File: src/rtl/sw_debouncer_pkg.sv
// Shared definitions for the switch debouncer: FSM state encoding and the
// default debounce timing constants that benches can also pull in.
package sw_debouncer_pkg;

  typedef enum logic [1:0] {
    ST_LOW       = 2'b00,
    ST_WAIT_HIGH = 2'b01,
    ST_HIGH      = 2'b11,
    ST_WAIT_LOW  = 2'b10
  } sw_state_e;

  localparam int DEFAULT_NB_SW           = 4;
  localparam int DEFAULT_NB_DEBOUNCE     = 20;
  localparam int DEFAULT_DEBOUNCE_CYCLES = 1000000;  // 10 ms at 100 MHz

endpackage : sw_debouncer_pkg

File: src/rtl/sw_debounce_cell.sv
// One switch bit: two-flop synchronizer, stability-counter FSM and
// registered rise/fall pulses.
//
//   state        | meaning
//   -------------+--------------------------------------------------------
//   ST_LOW       | debounced level 0, input agrees
//   ST_WAIT_HIGH | debounced level 0, input has been 1 for cnt samples
//   ST_HIGH      | debounced level 1, input agrees
//   ST_WAIT_LOW  | debounced level 1, input has been 0 for cnt samples
module sw_debounce_cell
  import sw_debouncer_pkg::*;
#(
  parameter int NB_DEBOUNCE     = DEFAULT_NB_DEBOUNCE,
  parameter int DEBOUNCE_CYCLES = DEFAULT_DEBOUNCE_CYCLES
) (
  input  logic clock,
  input  logic i_reset,
  input  logic i_sw_raw,
  output logic o_sw,
  output logic o_sw_rise,
  output logic o_sw_fall
);

  // Terminal count: the DEBOUNCE_CYCLES-th stable sample is seen while cnt
  // holds DEBOUNCE_CYCLES-1, since the first stable sample loads cnt=1.
  localparam logic [NB_DEBOUNCE-1:0] CNT_LAST = NB_DEBOUNCE'(DEBOUNCE_CYCLES - 1);
  localparam logic [NB_DEBOUNCE-1:0] CNT_ONE  = NB_DEBOUNCE'(1);

  logic                   sync1_q, sync1_d;
  logic                   sync2_q, sync2_d;
  sw_state_e              state_q, state_d;
  logic [NB_DEBOUNCE-1:0] cnt_q, cnt_d;
  logic                   sw_q, sw_d;
  logic                   rise_q, rise_d;
  logic                   fall_q, fall_d;

  assign sync1_d = i_sw_raw;
  assign sync2_d = sync1_q;

  // State register plus all datapath flops; async assert, sync release.
  always_ff @(posedge clock or negedge i_reset) begin
    if (!i_reset) begin
      sync1_q <= 1'b0;
      sync2_q <= 1'b0;
      state_q <= ST_LOW;
      cnt_q   <= '0;
      sw_q    <= 1'b0;
      rise_q  <= 1'b0;
      fall_q  <= 1'b0;
    end else begin
      sync1_q <= sync1_d;
      sync2_q <= sync2_d;
      state_q <= state_d;
      cnt_q   <= cnt_d;
      sw_q    <= sw_d;
      rise_q  <= rise_d;
      fall_q  <= fall_d;
    end
  end

  // Next-state: a disagreeing sample starts a wait, any agreeing sample aborts it.
  always_comb begin
    state_d = state_q;
    case (state_q)
      ST_LOW: begin
        if (sync2_q) state_d = ST_WAIT_HIGH;
      end
      ST_WAIT_HIGH: begin
        if (!sync2_q)               state_d = ST_LOW;
        else if (cnt_q == CNT_LAST) state_d = ST_HIGH;
      end
      ST_HIGH: begin
        if (!sync2_q) state_d = ST_WAIT_LOW;
      end
      ST_WAIT_LOW: begin
        if (sync2_q)                state_d = ST_HIGH;
        else if (cnt_q == CNT_LAST) state_d = ST_LOW;
      end
      default: state_d = ST_LOW;
    endcase
  end

  // Counter, debounced level and edge pulses; the counter never passes CNT_LAST.
  always_comb begin
    cnt_d  = '0;
    sw_d   = sw_q;
    rise_d = 1'b0;
    fall_d = 1'b0;
    case (state_q)
      ST_LOW: begin
        sw_d = 1'b0;
        if (sync2_q) cnt_d = CNT_ONE;
      end
      ST_WAIT_HIGH: begin
        if (sync2_q) begin
          if (cnt_q == CNT_LAST) begin
            sw_d   = 1'b1;
            rise_d = 1'b1;
          end else begin
            cnt_d = cnt_q + CNT_ONE;
          end
        end
      end
      ST_HIGH: begin
        sw_d = 1'b1;
        if (!sync2_q) cnt_d = CNT_ONE;
      end
      ST_WAIT_LOW: begin
        if (!sync2_q) begin
          if (cnt_q == CNT_LAST) begin
            sw_d   = 1'b0;
            fall_d = 1'b1;
          end else begin
            cnt_d = cnt_q + CNT_ONE;
          end
        end
      end
      default: sw_d = 1'b0;
    endcase
  end

  assign o_sw      = sw_q;
  assign o_sw_rise = rise_q;
  assign o_sw_fall = fall_q;

endmodule : sw_debounce_cell

File: src/rtl/sw_debouncer.sv
// Debounces the raw board slide switches into the LED test top's i_sw bus.
// Every bit has its own synchronizer and counter; bits never interact.
module sw_debouncer
  import sw_debouncer_pkg::*;
#(
  parameter int NB_SW           = DEFAULT_NB_SW,
  parameter int NB_DEBOUNCE     = DEFAULT_NB_DEBOUNCE,
  parameter int DEBOUNCE_CYCLES = DEFAULT_DEBOUNCE_CYCLES
) (
  input  logic             clock,
  input  logic             i_reset,
  input  logic [NB_SW-1:0] i_sw_raw,
  output logic [NB_SW-1:0] o_sw,
  output logic [NB_SW-1:0] o_sw_rise,
  output logic [NB_SW-1:0] o_sw_fall
);

  // One independent cell per switch bit.
  for (genvar g = 0; g < NB_SW; g++) begin : g_cell
    sw_debounce_cell #(
      .NB_DEBOUNCE     (NB_DEBOUNCE),
      .DEBOUNCE_CYCLES (DEBOUNCE_CYCLES)
    ) u_cell (
      .clock     (clock),
      .i_reset   (i_reset),
      .i_sw_raw  (i_sw_raw[g]),
      .o_sw      (o_sw[g]),
      .o_sw_rise (o_sw_rise[g]),
      .o_sw_fall (o_sw_fall[g])
    );
  end

endmodule : sw_debouncer
File: config.mk
export PLATFORM = sky130hd
export DESIGN_NAME = sw_debouncer
export DESIGN_NICKNAME = d
export VERILOG_FILES = /design/src/rtl/sw_debouncer_pkg.sv /design/src/rtl/sw_debounce_cell.sv /design/src/rtl/sw_debouncer.sv
export SDC_FILE = /design/constraint.sdc
export NUM_CORES = 1
export LEC_CHECK = 0
export BUFFER_PORTS_ARGS = -buffer_cell sky130_fd_sc_hd__buf_2
export CELL_PAD_IN_SITES_DETAIL_PLACEMENT = 0
export CELL_PAD_IN_SITES_GLOBAL_PLACEMENT = 1
export CORE_ASPECT_RATIO = 1.1
export CORE_MARGIN = 4
export CORE_UTILIZATION = 53
export CTS_CLUSTER_DIAMETER = 150
export DETAILED_ROUTE_END_ITERATION = 10
export GPL_ROUTABILITY_DRIVEN = 0
export GPL_TIMING_DRIVEN = 0
export PLACE_DENSITY = 0.91
export SLEW_MARGIN = 40
export SYNTH_ARGS = -nofsm -noshare
export SYNTH_HDL_FRONTEND = slang
export SYNTH_SLANG_ARGS = --single-unit
File: constraint.sdc
create_clock -name clock -period 4.9 [get_ports clock]
set_input_delay 0.98 -clock clock [delete_from_list [all_inputs] [get_ports clock]]
set_output_delay 0.98 -clock clock [all_outputs]
set_load 0.02 [all_outputs]
==> impl_metrics.ini, run 1 <==
[synth]
synth_top_area_share_pct = 49.4
synth.avg_cell_area_um2 = 9.83
synth.area.top_cells = dfrtp_1, nor2_1, xor2_1, ha_1, xnor2_1
synth_cell_types = 39
synthFlopType = dfrtp_1
ys_ff_latch = 108
synthCells = 557
syn_nets = 587
synth_common_cells = dfrtp_1, nor2_1, xor2_1, nand3_1, nand2_1
synth_top_area_cell = dfrtp_1
yosysMostFrequentCell = dfrtp_1
ys_seq_area_share_pct = 49.4
yosys_warnings = 0
syn-cell-area_mm2 = 0.00548
synth-edff-count = 0
async_flop_share_pct = 100

[detailed_routing]
wl_um = 9530
wl_per_cell_um = 13.4
first_iter_violations = 124
ant_nets = 0
dr_total_vias = 3866
vias_per_cell = 5.44
drt-pass1-iter-count = 4
drcViolationCount = 0

[cts]
cts_buffers = 9
post-cts-setup-buffer-count = 0
clockBufferDepth = 2
hold_buffers = 0
clk_latency_ns = 0.37
path_clk_slew_ns = 0.10
cts_tree = yes
clkSinkCount = 108
cts_resized = 0
cts_root_buffer = clkbuf_8
cts_htree_levels = 3

[sta]
clock.fmax_ghz = 0.386
rsz0062_at_grt = false
finClkSkew_ns = 0.00922
finalSetupTns_ns = 0
setup_viol = 0
worst_slack_ns = 2.31
min_period_ns = 2.59
maxSlewHeadroom_pct = 57.8
fin_crit_sh_pct = 52.8
whs_ns = 0.358
drv_slew = 0
finalHoldViolCount = 0
tightest_slew_ns = 0.627

[job]
maxCapViolations = 0

[floorplanning]
dieArea_mm2 = 0.0120
coreArea_mm2 = 0.00998
floorplan.die.height_um = 115
start_util_pct = 54.8
die_w_um = 105
ios = 18
rows = 38

[placement]
hpwl_um = 6640
place_ws_ns = 2.31
dp_cells = 695
dpl_cell_area_mm2 = 0.00575
place.port_buffers = 17

[pwr]
peakVddDrop_uv = 228
p_clk_share_pct = 25.6
intPower_mw = 1.54
fin_total_pwr_mw = 2.30
p_comb_share_pct = 29.6
swShare_pct = 33.1
seqPwrFrac_pct = 44.8
power_switching_mw = 0.762
powerDensity_mw_per_mm2 = 386
leakage_nw = 2.57

[grt]
grt_max_degree = 66
track_usage_pct = 17.2
grt_pass1_vias = 3723
grt_pass1_wl_um = 17100
antenna_found_initial = 0
overflow = 0

[critical_path]
crit_type = register to register
cp.arrival_ns = 2.86
cp-end-kind = register
r2r-start = g_cell[0].u_cell.cnt_q[0]
cp.required_ns = 5.17
crit_path_start_kind = register
crit_fanout = 5
startpoint = g_cell[0].u_cell.cnt_q[0]

[min_path]
hold_start = g_cell[2].u_cell.sync1_q
min_path_type = register to register

[finish]
syn_to_final_growth_pct = 9.16
design_area_mm2 = 0.00598
layout.nets = 616
diodes = 0
drive_above_1_share_pct = 9.81
final_util_pct = 59.9
stdcell_count = 711

[outcome]
outcome = complete, no violations
-- cells in the final DEF, fill, tap and decap left out, types with 16 or more instances in the layout --
master	instances
dfrtp_1	108
nor2_1	103
xor2_1	42
nand3_1	40
nand2_1	38
xnor2_1	30
ha_1	24
inv_1	20
a21oi_1	19
nand4_1	17
buf_2	16
-- layer usage --
metal | track usage [%] | part of all wire [%]
met5 | 0 | 0
met4 | 5.86 | 1.6
met3 | 3.67 | 2.7
met2 | 28.2 | 48
met1 | 23.0 | 47
-- flip-flops by register name (all words and copies together), names as in the netlist --
signal / count
g_cell.u_cell.cnt_q: 80
g_cell.u_cell.sync1_q: 4
g_cell.u_cell.o_sw_rise: 4
g_cell.u_cell.o_sw: 4
g_cell.u_cell.o_sw_fall: 4
g_cell.u_cell.state_q: 8
g_cell.u_cell.sync2_q: 4
-- power by group through the flow --
stage	combinational [mW]	clock, mW	sequential, mW
after floorplan	0.533	0	1.03
after global placement	0.654	0	1.05
after detailed placement	0.689	0	1.05
after CTS	0.692	0.611	1.03
after global routing	0.775	0.650	1.05
final	0.682	0.591	1.03
-- path summary, 6_finish.rpt --
path,slack [ns],depth (start not counted),to
worst min-delay path,0.36,0,g_cell[2].u_cell.sync2_q
worst max-delay path,2.31,7,g_cell[0].u_cell.state_q[1]
worst min register to register,0.36,0,g_cell[2].u_cell.sync2_q
min in group asynchronous,0.48,1,g_cell[0].u_cell.o_sw_rise
worst max register to register,2.31,7,g_cell[0].u_cell.state_q[1]
max in group asynchronous,3.80,2,g_cell[2].u_cell.state_q[1]
-- critical path: stages (launching register included) --
cell      delay, ns
dfrtp_1        0.42
ha_1           0.23
and4_1         0.30
nand4_1        0.19
or2_2          0.33
clkbuf_1       0.14
a221oi_1       0.49
mux2_2         0.39
-- layout make-up --
| class | count | area [um^2] |
|---|---|---|
| Fill cell | 859 | 4010 |
| Sequential cell | 108 | 2700 |
| Multi-Input combinational cell | 403 | 2560 |
| Buffer | 26 | 154 |
| Tap cell | 120 | 150 |
| Clock buffer | 10 | 128 |
| Timing Repair Buffer | 18 | 123 |
| Clock inverter | 6 | 88.8 |
| Inverter | 20 | 75.1 |
-- cell families (layout without fill, tap and decap cells) --
kind of cell | Yosys count | after routing | synth area share, %
AOI/OAI and AO/OA | 35 | 35 | 4.23
xor gates and xnor gates | 72 | 72 | 11.5
adders and majority gates | 24 | 24 | 5.48
buffers and inverters | 46 | 80 | 4.18
DFF | 108 | 108 | 49.4
muxes | 9 | 9 | 1.81
and+or+nand+nor | 263 | 263 | 23.4
Note: power is estimated with default switching activity, not from simulation.
==> run 2, diff against run 1 <==
- CORE_UTILIZATION: 53 -> 44
- PLACE_DENSITY: 0.91 -> 0.81
- clock period: 4.9 -> 2.27 ns (I/O delays scaled with it)
==> impl_metrics.ini, run 2 (synthesized netlist as in run 1, its figures left out) <==
[finish]
syn_to_final_growth_pct = 14.6
drive_above_1_share_pct = 15.5
fillers = 1106
final_cell_mix = dfrtp_1, nor2_1, xor2_1
largestRegisters = g_cell.u_cell.cnt_q x80, g_cell.u_cell.state_q x8
layout_commonest_cell = dfrtp_1
largest-register = g_cell.u_cell.cnt_q
layout.nets = 631
stdcell_count = 760
diodes = 0
largest_reg_flops = 80

[critical_path]
cp.arrival_ns = 2.58
crit_type = register to register
crit_fanout = 3
cpPeakStageDelay_ns = 0.52
cp.required_ns = 2.51
crit_family = simple AND/OR/NAND/NOR gates
slowest_stage = or4_1
cp-end-kind = register
cp_cell_sequence = or4_1, or4_4, or2_4, a221oi_4, mux2_4
crit_buf_inv = 0
crit_path_start_kind = register

[pwr]
seqPwrFrac_pct = 41.2
p_comb_share_pct = 29.6
swShare_pct = 32.1
power_switching_mw = 1.73
peakVddDrop_uv = 529
intPower_mw = 3.66
leakage_nw = 2.70
p_clk_share_pct = 29.1
powerDensity_mw_per_mm2 = 859

[placement]
place.port_buffers = 17
dp_cells = 729
place_ws_ns = -0.227
hpwl_um = 6560

[sta]
clock.fmax_ghz = 0.426
drv_slew = 0
tightest_slew_ns = 0.672
fin_crit_sh_pct = 103
finClkSkew_ns = 0.00712
min_period_ns = 2.35
finalSetupTns_ns = -0.116
finalHoldViolCount = 0
worst_slack_ns = -0.0782
rsz0062_at_grt = true
setup_viol = 2
maxSlewHeadroom_pct = 54.8

[floorplanning]
dieArea_mm2 = 0.0143
die_w_um = 114
floorplan.die.height_um = 125
rows = 42
ios = 18
start_util_pct = 45.3
coreArea_mm2 = 0.0121

[detailed_routing]
dr_total_vias = 3892
wl_per_cell_um = 13.0
vias_per_cell = 5.12
first_iter_violations = 260
wl_um = 9860
drcViolationCount = 0
drt-pass1-iter-count = 4
ant_nets = 0

[cts]
cts_root_buffer = clkbuf_16
cts_htree_levels = 3
clkSinkCount = 108
cts_buffers = 9
clockBufferDepth = 2
hold_buffers = 0
clk_latency_ns = 0.35
cts_tree = yes
path_clk_slew_ns = 0.07

[min_path]
min_path_type = primary input to asynchronous set/reset pin

[grt]
grt_pass1_wl_um = 17500
grt_pass1_vias = 3864
track_usage_pct = 14.8
grt_max_degree = 57
antenna_found_initial = 0
overflow = 0

[job]
maxCapViolations = 0

[outcome]
violations = negative setup slack
outcome = finished with violations
==> run 2: cell types whose count changed in the layout (fill, tap and decap cells not counted), moves of 3 or more <==
cell       before  now
buf_4          13   32
ha_2            0    3
clkbuf_1       13    6
nand2_2         0    3
clkbuf_8        9    0
ha_1           24   21
nand2_1        38   35
clkbuf_16       0    9
clkbuf_2        0    3
==> run 2: worst reg2reg max path, cell delays in order (launching register included) <==
cell and delay [ns]:
dfrtp_1 0.39, or4_1 0.52, or4_4 0.44, or2_4 0.29, a221oi_4 0.28, mux2_4 0.33
==> run 2: repair_timing <==
action	4_1_cts	5_1_grt
setup buffers	11	8
pin swaps	5	6
endpoints found under the setup margin	61	62
resized for setup	13	8
endpoints found under the hold margin	0	0
==> run 2: worst paths after layout <==
path	from	to	slack [ns]	cells past startpoint
setup / recovery	g_cell[2].u_cell.cnt_q[15]	g_cell[2].u_cell.state_q[1]	-0.08	5
hold / removal	i_reset	g_cell[3].u_cell.o_sw_rise	0.03	1
setup reg to reg	g_cell[2].u_cell.cnt_q[15]	g_cell[2].u_cell.state_q[1]	-0.08	5
hold reg to reg	g_cell[3].u_cell.sync1_q	g_cell[3].u_cell.sync2_q	0.35	0
max in group asynchronous	i_reset	g_cell[2].u_cell.cnt_q[0]	1.63	2
min in group clock	i_sw_raw[2]	g_cell[2].u_cell.sync1_q	0.21	1
==> run 2: layout make-up <==
class	count	area [um^2]	area share, %
flip-flops and latches	108	2700	43.1
multi-input cells	403	2600	41.5
repair buffers	37	265	4.23
clock buffers	9	225	3.59
well taps	154	193	3.07
plain buffers	22	135	2.15
clock inverters	7	76.3	1.22
inverters	20	75.1	1.20
==> run 2: power by group through the flow <==
stage	registers [mW]	logic (mW)	clock network, mW
4_1_cts	2.22	1.56	1.63
3_5_place_dp	2.27	1.46	0
6_report	2.22	1.60	1.57
5_1_grt	2.25	1.81	1.71
2_1_floorplan	2.23	1.15	0
3_3_place_gp	2.26	1.41	0
==> run 2: routing by layer <==
layer | vias to the layer above | track usage (%) | share of wire [%]
met5 | - | 0 | 0
met4 | 0 | 5.17 | 1.5
met3 | 12 | 4.49 | 3.2
met2 | 47 | 23.7 | 49
met1 | 1870 | 19.0 | 47
li1 | 1963 | - | -
==> run 2: through the flow <==
| step | total power, mW | area (um^2) | hold slack (ns) | util, % |
|---|---|---|---|---|
| 2_1_floorplan | 3.38 | 5480 | 0.158 | - |
| 3_3_place_gp | 3.67 | 5750 | 0.333 | 47.6 |
| 3_5_place_dp | 3.73 | 5800 | 0.335 | 48.0 |
| 4_1_cts | 5.41 | 6200 | 0.0375 | 51.3 |
| 5_1_grt | 5.76 | 6270 | 0.0486 | 51.9 |
| 6_report | 5.39 | 6270 | 0.0317 | 51.9 |
